[config.mk]
export PLATFORM = sky130hd
export DESIGN_NAME = seg7_readback_rx
export DESIGN_NICKNAME = d
export VERILOG_FILES = /design/src/rtl/seg7_pkg.sv /design/src/rtl/seg7_lut.sv /design/src/rtl/seg7_readback_rx.sv
export SDC_FILE = /design/constraint.sdc
export NUM_CORES = 1
export LEC_CHECK = 0
export CAP_MARGIN = 20
export CORE_ASPECT_RATIO = 2
export CORE_MARGIN = 2
export CORE_UTILIZATION = 61
export CTS_CLUSTER_DIAMETER = 150
export DETAILED_ROUTE_END_ITERATION = 6
export PLACE_DENSITY_LB_ADDON = 0.15
export SYNTH_ARGS = -nofsm -noshare
export SYNTH_HDL_FRONTEND = slang
export SYNTH_SLANG_ARGS = --single-unit
[constraint.sdc]
create_clock -name clk -period 5 [get_ports clk]
set_input_delay 1 -clock clk [delete_from_list [all_inputs] [get_ports clk]]
set_output_delay 1 -clock clk [all_outputs]
set_load 0.03 [all_outputs]
[src/rtl/seg7_pkg.sv]
// Shared 7-segment definitions: active-low {a,b,c,d,e,f,g} pattern constants
// (bit 6 = a), segment bit positions and the readback receiver FSM states.
package seg7_pkg;

  localparam int SEG_A_BIT = 6;
  localparam int SEG_B_BIT = 5;
  localparam int SEG_C_BIT = 4;
  localparam int SEG_D_BIT = 3;
  localparam int SEG_E_BIT = 2;
  localparam int SEG_F_BIT = 1;
  localparam int SEG_G_BIT = 0;

  localparam logic [6:0] SEG_0     = 7'b0000001;
  localparam logic [6:0] SEG_1     = 7'b1001111;
  localparam logic [6:0] SEG_2     = 7'b0010010;
  localparam logic [6:0] SEG_3     = 7'b0000110;
  localparam logic [6:0] SEG_4     = 7'b1001100;
  localparam logic [6:0] SEG_5     = 7'b0100100;
  localparam logic [6:0] SEG_6     = 7'b0100000;
  localparam logic [6:0] SEG_7     = 7'b0001111;
  localparam logic [6:0] SEG_8     = 7'b0000000;
  localparam logic [6:0] SEG_9     = 7'b0000100;
  localparam logic [6:0] SEG_A     = 7'b0001000;
  localparam logic [6:0] SEG_B     = 7'b1100000;
  localparam logic [6:0] SEG_C     = 7'b0110001;
  localparam logic [6:0] SEG_D     = 7'b1000010;
  localparam logic [6:0] SEG_E     = 7'b0110000;
  localparam logic [6:0] SEG_F     = 7'b0111000;
  localparam logic [6:0] SEG_BLANK = 7'b1111111;

  typedef enum logic [1:0] {
    IDLE,
    SETTLE,
    ACCEPT,
    LOCKED
  } state_e;

endpackage

[src/rtl/seg7_lut.sv]
// Combinational 7-segment pattern decoder: active-low pattern to {legal, blank, value}.
// With ALLOW_HEX=0 the A..F glyphs decode as illegal.
module seg7_lut #(
  parameter int ALLOW_HEX = 1
) (
  input  logic [6:0] pattern,
  output logic       legal,
  output logic       blank,
  output logic [3:0] value
);
  import seg7_pkg::*;

  logic       hit;
  logic [3:0] idx;

  // NOTE: every signal written here gets a default first, so no latch is inferred
  always_comb begin
    hit = 1'b1;
    idx = 4'h0;
    case (pattern)
      SEG_0:   idx = 4'h0;
      SEG_1:   idx = 4'h1;
      SEG_2:   idx = 4'h2;
      SEG_3:   idx = 4'h3;
      SEG_4:   idx = 4'h4;
      SEG_5:   idx = 4'h5;
      SEG_6:   idx = 4'h6;
      SEG_7:   idx = 4'h7;
      SEG_8:   idx = 4'h8;
      SEG_9:   idx = 4'h9;
      SEG_A:   idx = 4'hA;
      SEG_B:   idx = 4'hB;
      SEG_C:   idx = 4'hC;
      SEG_D:   idx = 4'hD;
      SEG_E:   idx = 4'hE;
      SEG_F:   idx = 4'hF;
      default: hit = 1'b0;
    endcase
    legal = hit && ((ALLOW_HEX != 0) || (idx < 4'hA));
    blank = (pattern == SEG_BLANK);
    value = legal ? idx : 4'h0;
  end

endmodule

[src/rtl/seg7_readback_rx.sv]
// Readback decoder for an active-low 7-segment bus: synchronize, wait for a stable
// pattern, decode it. Build with SEG7_RX_ERRCNT_EN defined to get a saturating err_cnt.
module seg7_readback_rx #(
  parameter int STABLE_CYCLES = 4,
  parameter int ALLOW_HEX     = 1
) (
  input  logic       clk,
  input  logic       clr,
  input  logic [6:0] seg_in,
  input  logic       en,
  output logic [3:0] digit,
  output logic       blank,
  output logic       valid,
  output logic       upd,
  output logic       err,
  output logic [7:0] err_cnt
);
  import seg7_pkg::*;

  localparam logic [7:0] STABLE_LIM = 8'(STABLE_CYCLES);
  // A single-sample filter accepts on the very sample that starts a candidate.
  localparam state_e LOAD_STATE = (STABLE_CYCLES == 1) ? ACCEPT : SETTLE;

  logic [6:0] sync1_q, sync1_d;
  logic [6:0] sync2_q, sync2_d;
  state_e     state_q, state_d;
  logic [6:0] cand_q, cand_d;
  logic [7:0] count_q, count_d;
  logic [3:0] digit_q, digit_d;
  logic       blank_q, blank_d;
  logic       valid_q, valid_d;
  logic       upd_q, upd_d;
  logic       err_q, err_d;
  logic [6:0] last_pat_q, last_pat_d;

  logic       lut_legal;
  logic       lut_blank;
  logic [3:0] lut_value;
  logic [7:0] count_inc;

  seg7_lut #(
    .ALLOW_HEX (ALLOW_HEX)
  ) u_lut (
    .pattern (cand_q),
    .legal   (lut_legal),
    .blank   (lut_blank),
    .value   (lut_value)
  );

  assign count_inc = count_q + 8'd1;

  always_comb begin
    sync1_d    = seg_in;
    sync2_d    = sync1_q;
    state_d    = state_q;
    cand_d     = cand_q;
    count_d    = count_q;
    digit_d    = digit_q;
    blank_d    = blank_q;
    valid_d    = valid_q;
    last_pat_d = last_pat_q;
    upd_d      = 1'b0;
    err_d      = 1'b0;

    unique case (state_q)
      IDLE: begin
        if (en) begin
          cand_d  = sync2_q;
          count_d = 8'd1;
          state_d = LOAD_STATE;
        end
      end

      SETTLE: begin
        if (en) begin
          if (sync2_q == cand_q) begin
            count_d = count_inc;
            if (count_inc == STABLE_LIM) state_d = ACCEPT;
          end else begin
            cand_d  = sync2_q;
            count_d = 8'd1;
            state_d = LOAD_STATE;
          end
        end
      end

      ACCEPT: begin
        state_d = LOCKED;
        if (lut_legal || lut_blank) begin
          // Re-accepting the same glyph after a rejected glitch is silent.
          upd_d      = !valid_q || (cand_q != last_pat_q);
          last_pat_d = cand_q;
          valid_d    = 1'b1;
          blank_d    = lut_blank;
          if (lut_legal) digit_d = lut_value;
        end else begin
          err_d = 1'b1;
        end
      end

      LOCKED: begin
        if (en && (sync2_q != cand_q)) begin
          cand_d  = sync2_q;
          count_d = 8'd1;
          state_d = LOAD_STATE;
        end
      end

      default: state_d = IDLE;
    endcase
  end

  // NOTE: sequential state uses non-blocking assignments so every flop sees pre-edge values
  always_ff @(posedge clk) begin
    if (clr) begin
      sync1_q    <= SEG_BLANK;
      sync2_q    <= SEG_BLANK;
      state_q    <= IDLE;
      cand_q     <= SEG_BLANK;
      count_q    <= 8'd0;
      digit_q    <= 4'h0;
      blank_q    <= 1'b0;
      valid_q    <= 1'b0;
      upd_q      <= 1'b0;
      err_q      <= 1'b0;
      last_pat_q <= SEG_BLANK;
    end else begin
      sync1_q    <= sync1_d;
      sync2_q    <= sync2_d;
      state_q    <= state_d;
      cand_q     <= cand_d;
      count_q    <= count_d;
      digit_q    <= digit_d;
      blank_q    <= blank_d;
      valid_q    <= valid_d;
      upd_q      <= upd_d;
      err_q      <= err_d;
      last_pat_q <= last_pat_d;
    end
  end

`ifdef SEG7_RX_ERRCNT_EN
  logic [7:0] err_cnt_q, err_cnt_d;

  always_comb begin
    err_cnt_d = err_cnt_q;
    if (err_d && (err_cnt_q != 8'hFF)) err_cnt_d = err_cnt_q + 8'd1;
  end

  always_ff @(posedge clk) begin
    if (clr) err_cnt_q <= 8'h00;
    else     err_cnt_q <= err_cnt_d;
  end

  assign err_cnt = err_cnt_q;
`else
  assign err_cnt = 8'h00;
`endif

  assign digit = digit_q;
  assign blank = blank_q;
  assign valid = valid_q;
  assign upd   = upd_q;
  assign err   = err_q;

endmodule

* Word level (Yosys, flattened, before mapping)
Cells that the tools add are included.
Cells by class: add/subtract/negate cells 1, eq/ne operators 28, multiplexer cells 19, bitwise operators 2, reduce and logical (&&, ||, !) cells 15
Operator list (number):
- one-hot mux 4 bit (15 select lines) | 1
- == test 7 x 6 -> 1 bit (second input constant) | 5
- == test 7 bit (second input constant) | 5
- 2-to-1 mux 8 bit | 4
- 2-to-1 mux 7 bit | 4
- one-hot mux 8 bit (3 select lines) | 1
- one-hot mux 7 bit (3 select lines) | 1
- OR reduction 16 bit | 1
- == test 7 x 3 -> 1 bit (second input constant) | 2
- == test 7 x 4 -> 1 bit (second input constant) | 2
- inequality test 7 bit | 2
- 2-to-1 mux 2 bit | 5
- adder 8 x 1 -> 8 bit (second input constant) | 1
- == test 8 x 3 -> 1 bit (second input constant) | 1
- inequality test 2 bit (second input constant) | 4
- one-hot mux 2 bit (4 select lines) | 1
- AND reduction 4 bit | 2
- == test 7 x 1 -> 1 bit (second input constant) | 1
- == test 7 x 5 -> 1 bit (second input constant) | 1
- == test 7 bit | 1
- zero test 7 bit | 1
- AND reduction 5 bit | 1
- == test 2 bit (second input constant) | 2
- inequality test 3 bit (second input constant) | 1
- 12 further kinds | 15
Storage, ports and cells: register bits 46, input bits 10, output and inout bits 16, word-level logic and storage cells 76

* Depth between registers and ports, before layout
word-level depth 6, gate-level depth with buffers 8, mapped depth without buffers 7

* Modules after synthesis
Synthesis repeated with hierarchy kept, for this count alone.
Second synthesis, totals: cell total of the unflattened synthesis 291, area total of the unflattened synthesis 2473.6 µm²
By module, submodules not included:
- seg7_readback_rx | instances 1, cells an instance 229, area each 2077.0 µm², seq. area each 920.9 µm²
- seg7_lut | instances 1, cells an instance 62, area each 396.6 µm², seq. area each 0.0 µm²

* Worst setup path after synthesis
Ideal clock, no wire load.
kind input to register, start point input en, end point register count_q[5], library setup time 0.075 ns, data arrival time 2.111 ns, required time 4.925 ns, setup slack 2.814 ns, stages 4, buffers on the path 0, path through o21ai_0 -> a31o_2 -> or4_1 -> o22ai_1
On the way: cells in the longest elaborated chain, start to end 3, elaborated cells on any way between the ends 5, those cells by class eq/ne: 3; reduce/logical: 2
RTL lines:
- start, declared | RTL line seg7_readback_rx.sv:10 | input logic en,
- logical AND 1 bit | RTL line seg7_readback_rx.sv:102 | if (en && (sync2_q != cand_q)) begin
- inequality test 2 bit (no source line)
- AND reduction 4 bit (no source line) *
- end signal, assigned | RTL line seg7_readback_rx.sv:132 | count_q <= count_d;
- end, declared | RTL line seg7_readback_rx.sv:28 | logic [7:0] count_q, count_d;
Mark *: on every way between the ends. The rest lies on a longest branch, timed or not. A chain may end at the register's enable or synchronous reset.

* Worst setup path in the final report
start point input en, end point register cand_q[3]
On the way: cells in the longest elaborated chain, start to end 3, elaborated cells on any way between the ends 5, those cells by class eq/ne: 3; reduce/logical: 2
RTL lines:
- logical AND 1 bit | RTL line seg7_readback_rx.sv:102
- inequality test 2 bit (no source line)
- AND reduction 5 bit (no source line) *
- end signal, assigned | RTL line seg7_readback_rx.sv:131 | cand_q <= cand_d;
- end, declared | RTL line seg7_readback_rx.sv:27 | logic [6:0] cand_q, cand_d;
Marks and branches as above.

==> impl_metrics.ini <==
[run_status]
status = complete, no violations

[cts]
clk_pin_slew_ns = 0.08
cts-root-buf = clkbuf_8
cts_sinks = 46
tritoncts = yes
post_cts_resized = 0
cts_max_level = 2
clock_latency_ns = 0.29
numCtsBuffers = 5
clockBufferDepth = 2
hold_buffers = 0
post_cts_buffers = 0

[timing]
fin_crit_sh_pct = 51.8
period_minus_slack_ns = 2.59
slew_viol_final = 0
setup_viol = 0
fin_skew_ns = 0.00720
rsz0062_at_grt = false
fin_tns_setup_ns = 0
hold_viol = 0
slew_headroom_pct = 55.7
setup_slack_ns = 2.41
holdWs_ns = 0.405
clock.fmax_ghz = 0.386
worst_pin_slew_ns = 0.658

[placement]
dp_cells = 346
post_dp_cell_area_mm2 = 0.00266
finalWeightedCongestion = 0.866
dp_hpwl_um = 4150
port-buffer-count = 17
dp_slack_ns = 2.11

[yosys]
ys_seq_area_share_pct = 35.9
synth-seq-cells = 46
syn_inst = 300
synth_edf_count = 0
yosysUniqueCellTypes = 60
async_reset_ff_share_pct = 0
yosysWarnings = 0
ys.flop_type = dfxtp_1
netlist_area_mm2 = 0.00257
synth.avg_cell_area_um2 = 8.56

[power_and_ir_drop]
p_int_uw = 518
p_sw_uw = 196
p_seq_share_pct = 55.6
swShare_pct = 27.5
power.total_uw = 715
p_per_area_mw_per_mm2 = 262
pwr-share-clk_pct = 29.2
total_leakage_power_nw = 0.987
combPwrFrac_pct = 15.3
ir_drop_v = 0.000274

[drt]
wl_um = 5500
drt_iter0_markers = 39
drc = 0
vias = 2139
antenna_left = 0
post_drt_wl_per_cell_um = 15.6
viasPerCell = 6.06
first_pass_iters = 4

[final_layout]
antennaDiodeCount = 0
area_growth_pct = 6.38
layout.cells.non_filler = 353
fin_area_mm2 = 0.00273
drive_gt1_share_pct = 8.64
finalCoreUtilization_pct = 66.8
final_net_count = 317

[critical_path]
arrival_ns = 2.80
rr_worst_depth = 5
end_kind = register
critPathSlowestCell = o21ai_0
r2r_start = cand_q[0]
path_cells = clkdlybuf4s50_1 > o21ai_0 > a31oi_1 > nand2_1 > mux2i_1
timing.rr.end = last_pat_q[4]
required_ns = 5.22
critPathMaxStageDelay_ns = 0.56
crit_type = in2reg
r2r_slack_ns = 2.55
cp-start-kind = input pin
crit_fanout = 7

[global_route]
first_global_vias = 2029
grt_max_degree = 50
grt_use_total_pct = 24.5
antenna_found_initial = 0
grt_overflow_total = 0
grt_pass1_wl_um = 8920

[hold_path]
min_path_cells = 1
min-delay-start = sync1_q[1]
hold_path.class = reg2reg
worstHoldEndpoint = sync2_q[1]

[die]
initial_core_util_pct = 62.8
design.die.area_mm2 = 0.00478
core_mm2 = 0.00409
num_io_pins = 26
die_w_um = 49.9
rows = 33
dieHeight_um = 95.8

[flow_run]
max_cap_violations = 0
per-layer routing:
metal / part of all wire, % / wire length [um] / track usage [%]
met1: 36 / 1960 / 21.5
met2: 58 / 3200 / 49.7
met3: 1.6 / 88 / 3.57
met4: 4.7 / 260 / 15.3
met5: 0 / 0 / 0
how the worst max path moves through the flow:
stage	startpoint	end	slack, ns	depth (start not counted)
after global placement	en	state_q[0]	2.19	5
after CTS	en	cand_q[3]	2.41	5
after detailed placement	en	cand_q[3]	2.11	5
final	en	cand_q[3]	2.41	5
after floorplan	en	count_q[5]	2.81	4
after global routing	en	cand_q[4]	2.25	5
cell usage in the layout (no fill, tap or decap), types with 4 or more instances in the layout:
cell and n:
xor2_1 15, a21oi_1 13, conb_1 8, clkdlybuf4s50_1 17, o21ai_0 9, nand2_1 13, nor4_1 4, mux2i_1 16
or2_2 14, o31ai_1 4, dfxtp_1 46, or4_1 4, and3_1 4, nand3_1 10, clkbuf_8 5, nor3_1 8
inv_1 7, ha_1 6, nor2_1 35
cell families (layout without fill, tap and decap cells):
kind of cell | count (synthesis) | after routing | share of synthesized area (%)
other | 1 | 8 | 0.146
adders and majority gates | 6 | 6 | 2.92
muxes | 16 | 16 | 6.24
buffers and inverters | 39 | 33 | 8.24
DFF | 46 | 46 | 35.9
AOI/OAI and AO/OA | 56 | 56 | 15.3
and+or+nand+nor | 120 | 120 | 25.9
xor gates and xnor gates | 16 | 16 | 5.46
registers in the layout (all words and copies together), names as in the netlist:
register / cells
count_q: 8
last_pat_q: 7
sync1_q: 7
cand_q: 7
sync2_q: 7
err: 1
blank: 1
valid: 1
upd: 1
state_q: 2
digit: 4
Yosys cell counts, types with 4 or more instances:
library cell / n / area, um2
nor2_1: 35 / 131
inv_1: 7 / 26.3
o21ai_0: 9 / 45.0
buf_4: 8 / 60.1
mux2i_1: 16 / 160
ha_1: 6 / 75.1
dfxtp_1: 46 / 921
nand2_1: 13 / 48.8
or4_1: 4 / 30.0
a21oi_1: 13 / 65.1
nor4_1: 4 / 25.0
nor3_1: 8 / 40.0
clkbuf_1: 9 / 33.8
nand3_1: 10 / 50.1
or2_2: 14 / 87.6
and3_1: 4 / 25.0
buf_2: 10 / 50.1
o31ai_1: 4 / 30.0
xor2_1: 15 / 131
worst max-delay path, delay by kind of cell:
kind                   cells  cell delay, ns
AOI/OAI and AO/OA          2            0.75
buffers and inverters      1            0.44
and+or+nand+nor            1            0.38
muxes                      1            0.24
layout make-up:
cell class,count,area [um2]
clock buffers,7,76.3
fillers,376,1360
inverters,8,30.0
multi-input cells,222,1460
flip-flops and latches,46,921
well taps,52,65.1
repair buffers,18,178
power groups by stage:
stage	clock network (mW)	registers, mW	logic, mW
after floorplan	0	0.395	0.0971
final	0.208	0.397	0.109
after global placement	0	0.405	0.107
after CTS	0.216	0.397	0.109
after global routing	0.225	0.400	0.120
after detailed placement	0	0.406	0.109
Note: power is estimated with default switching activity, not from simulation.
